==> src/rtl/otter_fetch_pkg.sv <==
// Shared types and constants for the OTTER fetch stage.
package otter_fetch_pkg;

  localparam logic [31:0] NOP_INSTR = 32'h0000_0013;

  typedef struct packed {
    logic [31:0] pc;
    logic [31:0] instr;
  } fetch_entry_t;

endpackage

==> src/rtl/fetch_queue.sv <==
// In-order fetch queue: synchronous FIFO of {pc, instr} entries with clear.
// Clear beats push; push and pop may coincide at any occupancy.
module fetch_queue
  import otter_fetch_pkg::*;
#(
  parameter int unsigned DEPTH = 2,
  localparam int unsigned CW = $clog2(DEPTH + 1)
) (
  input  logic         clk,
  input  logic         rst_n,
  input  logic         push,
  input  logic         pop,
  input  logic         clr,
  input  fetch_entry_t din,
  output fetch_entry_t dout,
  output logic         full,
  output logic         empty,
  output logic [CW-1:0] count
);

  localparam int unsigned PW = (DEPTH > 1) ? $clog2(DEPTH) : 1;

  fetch_entry_t   mem [DEPTH];
  logic [PW-1:0]  rd_ptr;
  logic [PW-1:0]  wr_ptr;
  logic           do_push;
  logic           do_pop;

  function automatic logic [PW-1:0] ptr_inc(input logic [PW-1:0] p);
    return (p == PW'(DEPTH - 1)) ? '0 : p + PW'(1);
  endfunction

  assign full    = (count == CW'(DEPTH));
  assign empty   = (count == '0);
  assign do_pop  = pop && !empty;
  assign do_push = push && (!full || do_pop);
  assign dout    = mem[rd_ptr];

  // Pointer and occupancy bookkeeping
  always_ff @(posedge clk) begin
    if (!rst_n || clr) begin
      rd_ptr <= '0;
      wr_ptr <= '0;
      count  <= '0;
    end else begin
      if (do_push) wr_ptr <= ptr_inc(wr_ptr);
      if (do_pop)  rd_ptr <= ptr_inc(rd_ptr);
      count <= count + CW'(do_push) - CW'(do_pop);
    end
  end

  // Entry storage needs no reset; occupancy guards every read
  always_ff @(posedge clk) begin
    if (rst_n && !clr && do_push) mem[wr_ptr] <= din;
  end

endmodule

==> src/rtl/otter_fetch_unit.sv <==
// OTTER fetch stage: PC, imem req/gnt/rvalid handshake, fetch queue and IF/ID register.
// Define FETCH_BYPASS_EN to let a response load IF/ID directly when the queue is empty.
module otter_fetch_unit
  import otter_fetch_pkg::*;
#(
  parameter logic [31:0] RESET_VEC = 32'h0000_0000,
  parameter int unsigned FQ_DEPTH  = 2
) (
  input  logic        CLK,
  input  logic        RST_N,
  input  logic        StallF,
  input  logic        StallD,
  input  logic        FlushD,
  input  logic        redirect_valid,
  input  logic [31:0] redirect_pc,
  output logic        imem_req,
  output logic [31:0] imem_addr,
  input  logic        imem_gnt,
  input  logic        imem_rvalid,
  input  logic [31:0] imem_rdata,
  output logic        dec_valid,
  output logic [31:0] dec_instr,
  output logic [31:0] dec_pc,
  output logic [31:0] dec_pc4
);

  localparam int unsigned CW  = $clog2(FQ_DEPTH + 1);
  localparam int unsigned CW1 = CW + 1;

  logic [31:0]   pc;
  logic [31:0]   resp_pc;
  logic [CW-1:0] outstanding;
  logic [CW-1:0] drop;
  logic [CW-1:0] out_nxt;
  logic [CW-1:0] q_count;
  logic [CW1-1:0] inflight;
  logic          req_pend;
  logic          grant;
  logic          rv;
  logic          rv_keep;
  logic          byp;
  logic          q_push;
  logic          q_pop;
  logic          q_full;
  logic          q_empty;
  fetch_entry_t  q_din;
  fetch_entry_t  q_head;

  // Slot budget counts the entry leaving the queue this cycle so a 2-deep queue streams
  assign q_pop    = !FlushD && !StallD && !q_empty;
  assign inflight = CW1'(q_count) + CW1'(outstanding) - CW1'(q_pop);

  assign imem_req  = RST_N && !redirect_valid &&
                     (req_pend || (!StallF && (inflight < CW1'(FQ_DEPTH))));
  assign imem_addr = pc;

  assign grant   = imem_req && imem_gnt;
  assign rv      = imem_rvalid && (outstanding != '0);
  assign rv_keep = rv && (drop == '0) && !redirect_valid;
  assign out_nxt = outstanding + CW'(grant) - CW'(rv);

`ifdef FETCH_BYPASS_EN
  assign byp = rv_keep && q_empty && !StallD && !FlushD;
`else
  assign byp = 1'b0;
`endif

  assign q_push = rv_keep && !byp;
  assign q_din  = '{pc: resp_pc, instr: imem_rdata};

  fetch_queue #(.DEPTH(FQ_DEPTH)) u_fq (
    .clk   (CLK),
    .rst_n (RST_N),
    .push  (q_push),
    .pop   (q_pop),
    .clr   (redirect_valid),
    .din   (q_din),
    .dout  (q_head),
    .full  (q_full),
    .empty (q_empty),
    .count (q_count)
  );

  // PC, response tracking and stale-response drop counter
  always_ff @(posedge CLK) begin
    if (!RST_N) begin
      pc          <= RESET_VEC;
      resp_pc     <= RESET_VEC;
      outstanding <= '0;
      drop        <= '0;
      req_pend    <= 1'b0;
    end else begin
      assert (!(q_push && q_full && !q_pop && !redirect_valid));
      outstanding <= out_nxt;
      req_pend    <= imem_req && !imem_gnt;
      if (redirect_valid) begin
        pc      <= redirect_pc;
        resp_pc <= redirect_pc;
        drop    <= out_nxt;
      end else begin
        if (grant)                 pc      <= pc + 32'd4;
        if (rv && (drop != '0))    drop    <= drop - CW'(1);
        if (rv_keep)               resp_pc <= resp_pc + 32'd4;
      end
    end
  end

  // IF/ID register: flush beats stall; starvation loads a bubble
  always_ff @(posedge CLK) begin
    if (!RST_N) begin
      dec_valid <= 1'b0;
      dec_instr <= NOP_INSTR;
      dec_pc    <= 32'd0;
      dec_pc4   <= 32'd4;
    end else if (FlushD) begin
      dec_valid <= 1'b0;
      dec_instr <= NOP_INSTR;
    end else if (!StallD) begin
      if (!q_empty) begin
        dec_valid <= 1'b1;
        dec_instr <= q_head.instr;
        dec_pc    <= q_head.pc;
        dec_pc4   <= q_head.pc + 32'd4;
      end else if (byp) begin
        dec_valid <= 1'b1;
        dec_instr <= imem_rdata;
        dec_pc    <= resp_pc;
        dec_pc4   <= resp_pc + 32'd4;
      end else begin
        dec_valid <= 1'b0;
        dec_instr <= NOP_INSTR;
      end
    end
  end

endmodule

==> config.mk <==
export PLATFORM = sky130hd
export DESIGN_NAME = otter_fetch_unit
export DESIGN_NICKNAME = d
export VERILOG_FILES = /design/src/rtl/otter_fetch_pkg.sv /design/src/rtl/fetch_queue.sv /design/src/rtl/otter_fetch_unit.sv
export SDC_FILE = /design/constraint.sdc
export NUM_CORES = 1
export LEC_CHECK = 0
export CORE_UTILIZATION = 26
export DETAILED_ROUTE_END_ITERATION = 12
export GPL_TIMING_DRIVEN = 0
export SYNTH_ARGS = -nofsm -noshare
export SYNTH_HDL_FRONTEND = slang
export SYNTH_SLANG_ARGS = --single-unit
==> constraint.sdc <==
create_clock -name CLK -period 7.4 [get_ports CLK]
set_input_delay 2.22 -clock CLK [delete_from_list [all_inputs] [get_ports CLK]]
set_output_delay 2.22 -clock CLK [all_outputs]
set_load 0.005 [all_outputs]
==> impl_summary.log <==
INFO  metric result_of_the_run = finished, final reports clean
INFO  metric ctsHtreeMaxLevel = 2
INFO  metric critical_path.startpoint = FlushD
INFO  metric final_layout_size_suffix_gt1_frac = 0.0693
INFO  metric finish.net_count = 1,544
INFO  metric asyncSetResetFlopFracSynth = 0
INFO  metric synth.avg_cell_area = 10.4 um^2
INFO  metric final_critical_path_setup_slack = 117 ps
INFO  metric worstPathArrival = 5060 ps
INFO  metric crit_path_start_kind = input pin
INFO  metric clock_tree.buffer_depth = 3
INFO  metric drt-pass1-iter-count = 5
INFO  metric synth_top_cell_area_share = 0.301
INFO  metric clock_skew_after_layout = 29.6 ps
INFO  metric cts_hold_buf = 0
INFO  metric critical_path_required = 5180 ps
INFO  metric min_path_type = reg -> reg
INFO  metric root_buffer = clkbuf_16
INFO  metric final.min_clock_period = 7280 ps
INFO  metric fin_worst_hold_slack = 451 ps
INFO  metric cts_tree = yes
INFO  metric setup_viol = 0
INFO  metric synthCells = 1,222
INFO  metric ir_drop = 0.132 mV
INFO  metric die_y = 224 um
INFO  metric detail_route.wl_per_cell = 20.4 um
INFO  metric synth.top_cells.by_area = edfxtp_1 30%, dfxtp_1 27%, mux2i_1 4.5%
INFO  metric via_count = 10,798
INFO  metric fmaxAchievable = 0.137 GHz
INFO  metric end_kind = primary output
INFO  metric grt_setup_unrepaired = no
INFO  metric cts.reportedPaths.clkPinSlew = 50 ps
INFO  metric maxCapViolations = 0
INFO  metric via_per_inst = 5.14
INFO  metric grt_antenna_before_repair = 0
INFO  metric cts_inserted_buffers = 34
INFO  metric biggest_cell_delay_along_the_critical_path = 570 ps
INFO  metric share_of_the_cycle_needed_by_the_critical_path_after_routing = 0.984
INFO  metric numClockSinks = 297
INFO  metric effective_utilization_at_floorplan = 0.266
INFO  metric placeableCoreArea = 48,000 um^2
INFO  metric dr_wl_met2 = 18.4 mm
INFO  metric worstPathCellList = clkdlybuf4s50_1 > inv_2 > nand2_1 > inv_4 > clkbuf_8 > ha_1 > inv_1 > nand2_1 > fa_2 > a31o_4 > and2_1 > clkdlybuf4s50_1
INFO  metric cp_top_family = buffers and inverters
INFO  metric min_from = dec_pc4[6]
INFO  metric post_synth_num_cell_types = 70
INFO  metric total_leakage_power = 5.26 nW
INFO  metric gp_congestion = 0.902
INFO  metric first_global_vias = 10,262
INFO  metric routed.top_layer = met4
INFO  metric worst-path-max-fanout = 12
INFO  metric final_core_util = 0.349
INFO  metric design.die.area = 50,000 um^2
INFO  metric row_count = 80
INFO  metric fin_area = 16,800 um^2
INFO  metric synth_warn = 0
INFO  metric worst-slew-pin-transition = 1040 ps
INFO  metric synthDominantAreaCellType = edfxtp_1
INFO  metric grt_start_max_net_pins = 55
INFO  metric port_buffers = 201
INFO  metric areaGrowthSynthToFinish = 31.5%
INFO  metric timing.critical_path.slowest_stage_cell = fa_2
INFO  metric hold_viol = 0
INFO  metric powerDensity = 234 nW/um^2
INFO  metric grtUsageTotal = 0.167
INFO  metric worst_skew_pair.late_latency = 530 ps
INFO  metric path_buf_inv = 6
INFO  metric yosys_register_bits = 297
INFO  metric timing.slew.headroom = 0.305
INFO  metric dp_hpwl = 31.8 mm
INFO  metric synth_ff_type = dfxtp_1
INFO  metric drt_drc_violations_left = 0
INFO  metric worstReg2RegStart = u_fq.count[1]
INFO  metric criticalPathCategory = in -> out
INFO  metric floorplan.io_pins = 202
INFO  metric grt_pass1_wl = 63.5 mm
INFO  metric maxSlewViolCount = 0
INFO  metric die_width = 224 um
INFO  metric synth_most_common_cell = dfxtp_1
INFO  metric grt-ovfl-total = 0
INFO  metric met1_length = 19.7 mm
INFO  metric netlist_top_cells_count = 169 x dfxtp_1, 128 x edfxtp_1, 118 x nor2_1
INFO  metric route.met3.wl = 3.80 mm
INFO  metric number_of_flops_mapped_to_enable_cells_by_yosys = 128
INFO  metric post_synth_instance_area = 12,800 um^2
INFO  metric syn-num-nets = 1,304
INFO  metric antennaDiodeCount = 0
INFO  metric post_place_cell_area = 15,600 um^2
INFO  metric route.antenna.remaining_nets = 0
INFO  metric yosysSeqAreaShare = 0.566
INFO  metric drt-total-wl = 42.8 mm
INFO  metric initial_drt_markers = 1,045
INFO  metric preCtsSetupSlack = -1680 ps
## layout by cell type (no fill, tap or decap), types with 39 or more instances in the layout
cell and count:
nor2_1 117, clkbuf_1 59, mux2i_1 58, nand2_1 89
clkdlybuf4s50_1 200, o21ai_0 39, a21oi_1 74, nand3_1 76
edfxtp_1 128, dfxtp_1 169
## final timing paths
check	slack, ps	to	cells after the start
setup / recovery	120	imem_req	12
hold / removal	450	dec_pc4[6]	2
setup reg to reg	2770	drop[1]	22
hold reg to reg	450	dec_pc4[6]	2
## worst min-delay path: cells and delay by family, from the launching register on
family	cells	cell delay [ps]
and+or+nand+nor	1	50
DFF	1	300
AOI/OAI and AO/OA	1	50
## per-stage QoR
| stage | setup TNS [ps] | total power [mW] | cells |
|---|---|---|---|
| floorplan | 0 | 2.04 | 1222 |
| global placement | -160270 | 2.22 | 2038 |
| detailed placement | -3100 | 2.23 | 2041 |
| CTS | 0 | 3.95 | 2102 |
| global route | 0 | 4.07 | 2102 |
| finish | 0 | 3.93 | 2102 |
## area by class of cell
class | count | area (um^2)
fillers | 4832 | 31300
flip-flops and latches | 297 | 7230
multi-input cells | 819 | 5140
repair buffers | 206 | 2100
clock buffers | 43 | 926
well taps | 615 | 769
plain buffers | 77 | 327
clock inverters | 18 | 198
inverters | 27 | 104
## sequential cells by signal, summed over array words and instances (netlist names), named ones only
register     flops
req_pend         1
dec_instr       32
imem_addr       32
u_fq.wr_ptr      1
dec_valid        1
u_fq.count       2
resp_pc         32
u_fq.mem       128
drop             2
outstanding      2
dec_pc          32
u_fq.rd_ptr      1
dec_pc4         30
## routing by layer
layer | global-route usage | up-vias
met3 | 0.0363 | 68
met2 | 0.254 | 519
met1 | 0.236 | 5165
met4 | 0.0455 | 0
met5 | 0 | -
li1 | - | 5046
## what timing repair did
action / CTS / global route
setup endpoints to repair: 1 / 1
pin swaps: 1 / 1
gates resized for setup: 13 / 1
setup buffers: 2 / 0
## kinds of logic after synthesis
logic type      after synthesis  share of synthesized area
simple gates                443                      0.173
flops                       297                      0.566
compound gates              248                      0.128
buf+inv                     106                     0.0333
mux                          72                     0.0578
xor+xnor                     46                     0.0316
fa+ha+maj                    10                     0.0104
## power by group
part,internal (mW),total [mW],switching [mW]
registers,1.77,1.83,0.0574
logic,0.169,0.387,0.218
clock network,1.03,1.71,0.685
Power figures use the tool's default switching activity.
==> patch, RTL diff (same settings) <==
Change the parameter `FQ_DEPTH` from 2 to 4.
--- a/src/rtl/otter_fetch_unit.sv
+++ b/src/rtl/otter_fetch_unit.sv
@@ -4,7 +4,7 @@
   import otter_fetch_pkg::*;
 #(
   parameter logic [31:0] RESET_VEC = 32'h0000_0000,
-  parameter int unsigned FQ_DEPTH  = 2
+  parameter int unsigned FQ_DEPTH  = 4
 ) (
   input  logic        CLK,
   input  logic        RST_N,
Behaviour: not the same (Yosys sat finds a counterexample within 4 cycles, from zero or initial values and one cycle with RST_N low).
==> patch against the original RTL <==
  * Area after synthesis is 35% higher
  * Sequential cell count increased by 134
  * First-iteration DRC count decreased by 21%
  * Critical path depth did not move
  * Wire length is 12% higher
  * Sequential power increased by 48%
  * Sequential share of layout area up 8.1 points
  * Total power rose by 38%
  * Setup slack improved by 0.30 ns
  * Design area rose by 30%
  * Fmax is 4.4% higher
==> patch: results (changes against the original RTL) <==
\begin{tabular}{lr}
\hline
Metric & Value \\
\hline
\multicolumn{2}{l}{\textbf{Outcome}} \\
\quad Status & complete, no violations \\
\multicolumn{2}{l}{\textbf{Routing}} \\
\quad Number of DRC markers after the initial detailed-route iteration & 829 (-21\%) \\
\quad Vias per Instance & 4.77 (-7.2\%) \\
\quad Routed len/inst & 19.8 microns (-2.8\%) \\
\multicolumn{2}{l}{\textbf{Synthesis}} \\
\quad Distinct cell type count of the synthesized netlist & 65 (-7.1\%) \\
\quad Most area-consuming cells after synthesis & sky130\_fd\_sc\_hd\_\_edfxtp\_1 (45\%), sky130\_fd\_sc\_hd\_\_dfxtp\_1 (20\%), sky130\_fd\_sc\_hd\_\_mux4\_2 (8.3\%) \\
\quad Cell types with the highest counts after synthesis & sky130\_fd\_sc\_hd\_\_edfxtp\_1 (256), sky130\_fd\_sc\_hd\_\_dfxtp\_1 (175), sky130\_fd\_sc\_hd\_\_a21oi\_1 (113) \\
\quad Sequential share of the synthesized area & 65.2\% (+8.5 points) \\
\multicolumn{2}{l}{\textbf{Global routing}} \\
\quad GRT Resource Usage Total & 14.0\% (-2.6 points) \\
\quad Maximum number of pins on one net before global-route repair & 41 (-25\%) \\
\multicolumn{2}{l}{\textbf{Worst setup path}} \\
\quad Category of cells accounting for the largest share of critical-path delay & simple AND/OR/NAND/NOR gates \\
\quad Biggest fanout along the worst timing path & 3 (-9) \\
\quad Arrival time reported for the critical path endpoint & 4.76 ns (-0.30 ns) \\
\quad Slowest CP cell & sky130\_fd\_sc\_hd\_\_or4\_4 \\
\quad Worst reg-to-reg setup slack & 2.37 ns (-0.40 ns) \\
\quad Crit-path max cell delay & 0.51 ns (-0.06 ns) \\
\multicolumn{2}{l}{\textbf{Layout}} \\
\quad Flip-flop count of the largest register after layout & 256 (+100\%) \\
\quad Fin nets & 1615 (+4.6\%) \\
\multicolumn{2}{l}{\textbf{CTS}} \\
\quad Number of buffers added by the clock tree synthesis step & 46 (+35\%) \\
\quad Clock latency on the worst-skew pair & 0.57 ns (+0.04 ns) \\
\multicolumn{2}{l}{\textbf{Place}} \\
\quad Gpl congestion & 0.850 (-5.8\%) \\
\quad Worst Setup Slack post-DPL & -1.46 ns (+0.225 ns) \\
\quad Post-Place Cell Area & 0.0204 sq mm (+30\%) \\
\multicolumn{2}{l}{\textbf{Power}} \\
\quad Sequential fraction of design power & 49.7\% (+3.1 points) \\
\quad Leak Pwr & 6.88 nW (+31\%) \\
\quad Peak ir drop on the vdd network & 167 uV (+27\%) \\
\quad Sw Ratio & 24.2\% (-0.17 points) \\
\quad Power share of the clock group & 40.3\% (-3.3 points) \\
\multicolumn{2}{l}{\textbf{STA}} \\
\quad Upper clock frequency limit & 143 MHz (+4.4\%) \\
\quad Setup clock skew after layout & 0.0217 ns (-0.00792 ns) \\
\hline
\end{tabular}
patch: changes by cell type after synthesis, sizes merged, moves of 30 or more:
| cell | unedited run | this run |
|---|---|---|
| a21oi | 74 | 114 |
| xor2 | 9 | 39 |
| mux2i | 58 | 6 |
| nor2 | 118 | 70 |
| mux4 | 0 | 64 |
| edfxtp | 128 | 256 |
| nand3 | 78 | 24 |
patch: cells by family after synthesis:
logic type,synth area share [%]
buf+inv,2.36
compound gates,8.67
simple gates,9.25
xor+xnor,4.18
flops,65.2
mux,8.83
fa+ha+maj,1.54
patch: repair_timing:
action                                  CTS  global route
endpoints found under the setup margin    1             1
setup buffers                             2             0
pin swaps                                 1             0
gates resized for setup                   8             1
patch: per-stage QoR:
step                      std cells  total power, W
after CTS                      2415         0.00550
final                          2416         0.00543
after detailed placement       2329         0.00328
after global routing           2415         0.00564
after floorplan                1270         0.00303
after global placement         2325         0.00326
patch: final timing paths:
kind,startpoint,endpoint,cells past startpoint
worst max register to register,u_fq.count[1],drop[2],19
worst min register to register,dec_pc[8],dec_pc[8],2
worst min-delay path,dec_pc[8],dec_pc[8],2
worst max-delay path,FlushD,imem_req,12
patch: final cells by class:
cell class | instances | area (sq um)
well taps | 855 | 1070
fillers | 6300 | 42900
inverters | 29 | 114
clock inverters | 17 | 124
repair buffers | 206 | 2130
clock buffers | 68 | 1330
plain buffers | 67 | 294
flip-flops and latches | 431 | 11200
diodes | 1 | 2.50
multi-input cells | 742 | 5620
patch: routing by layer:
| layer | routed length [microns] | vias to the layer above | GRT usage [%] |
|---|---|---|---|
| li1 | - | 5299 | - |
| met1 | 21500 | 5766 | 19.1 |
| met2 | 22500 | 387 | 22.8 |
| met3 | 2680 | 71 | 2.48 |
| met4 | 1050 | 0 | 4.01 |
| met5 | 0 | - | 0 |
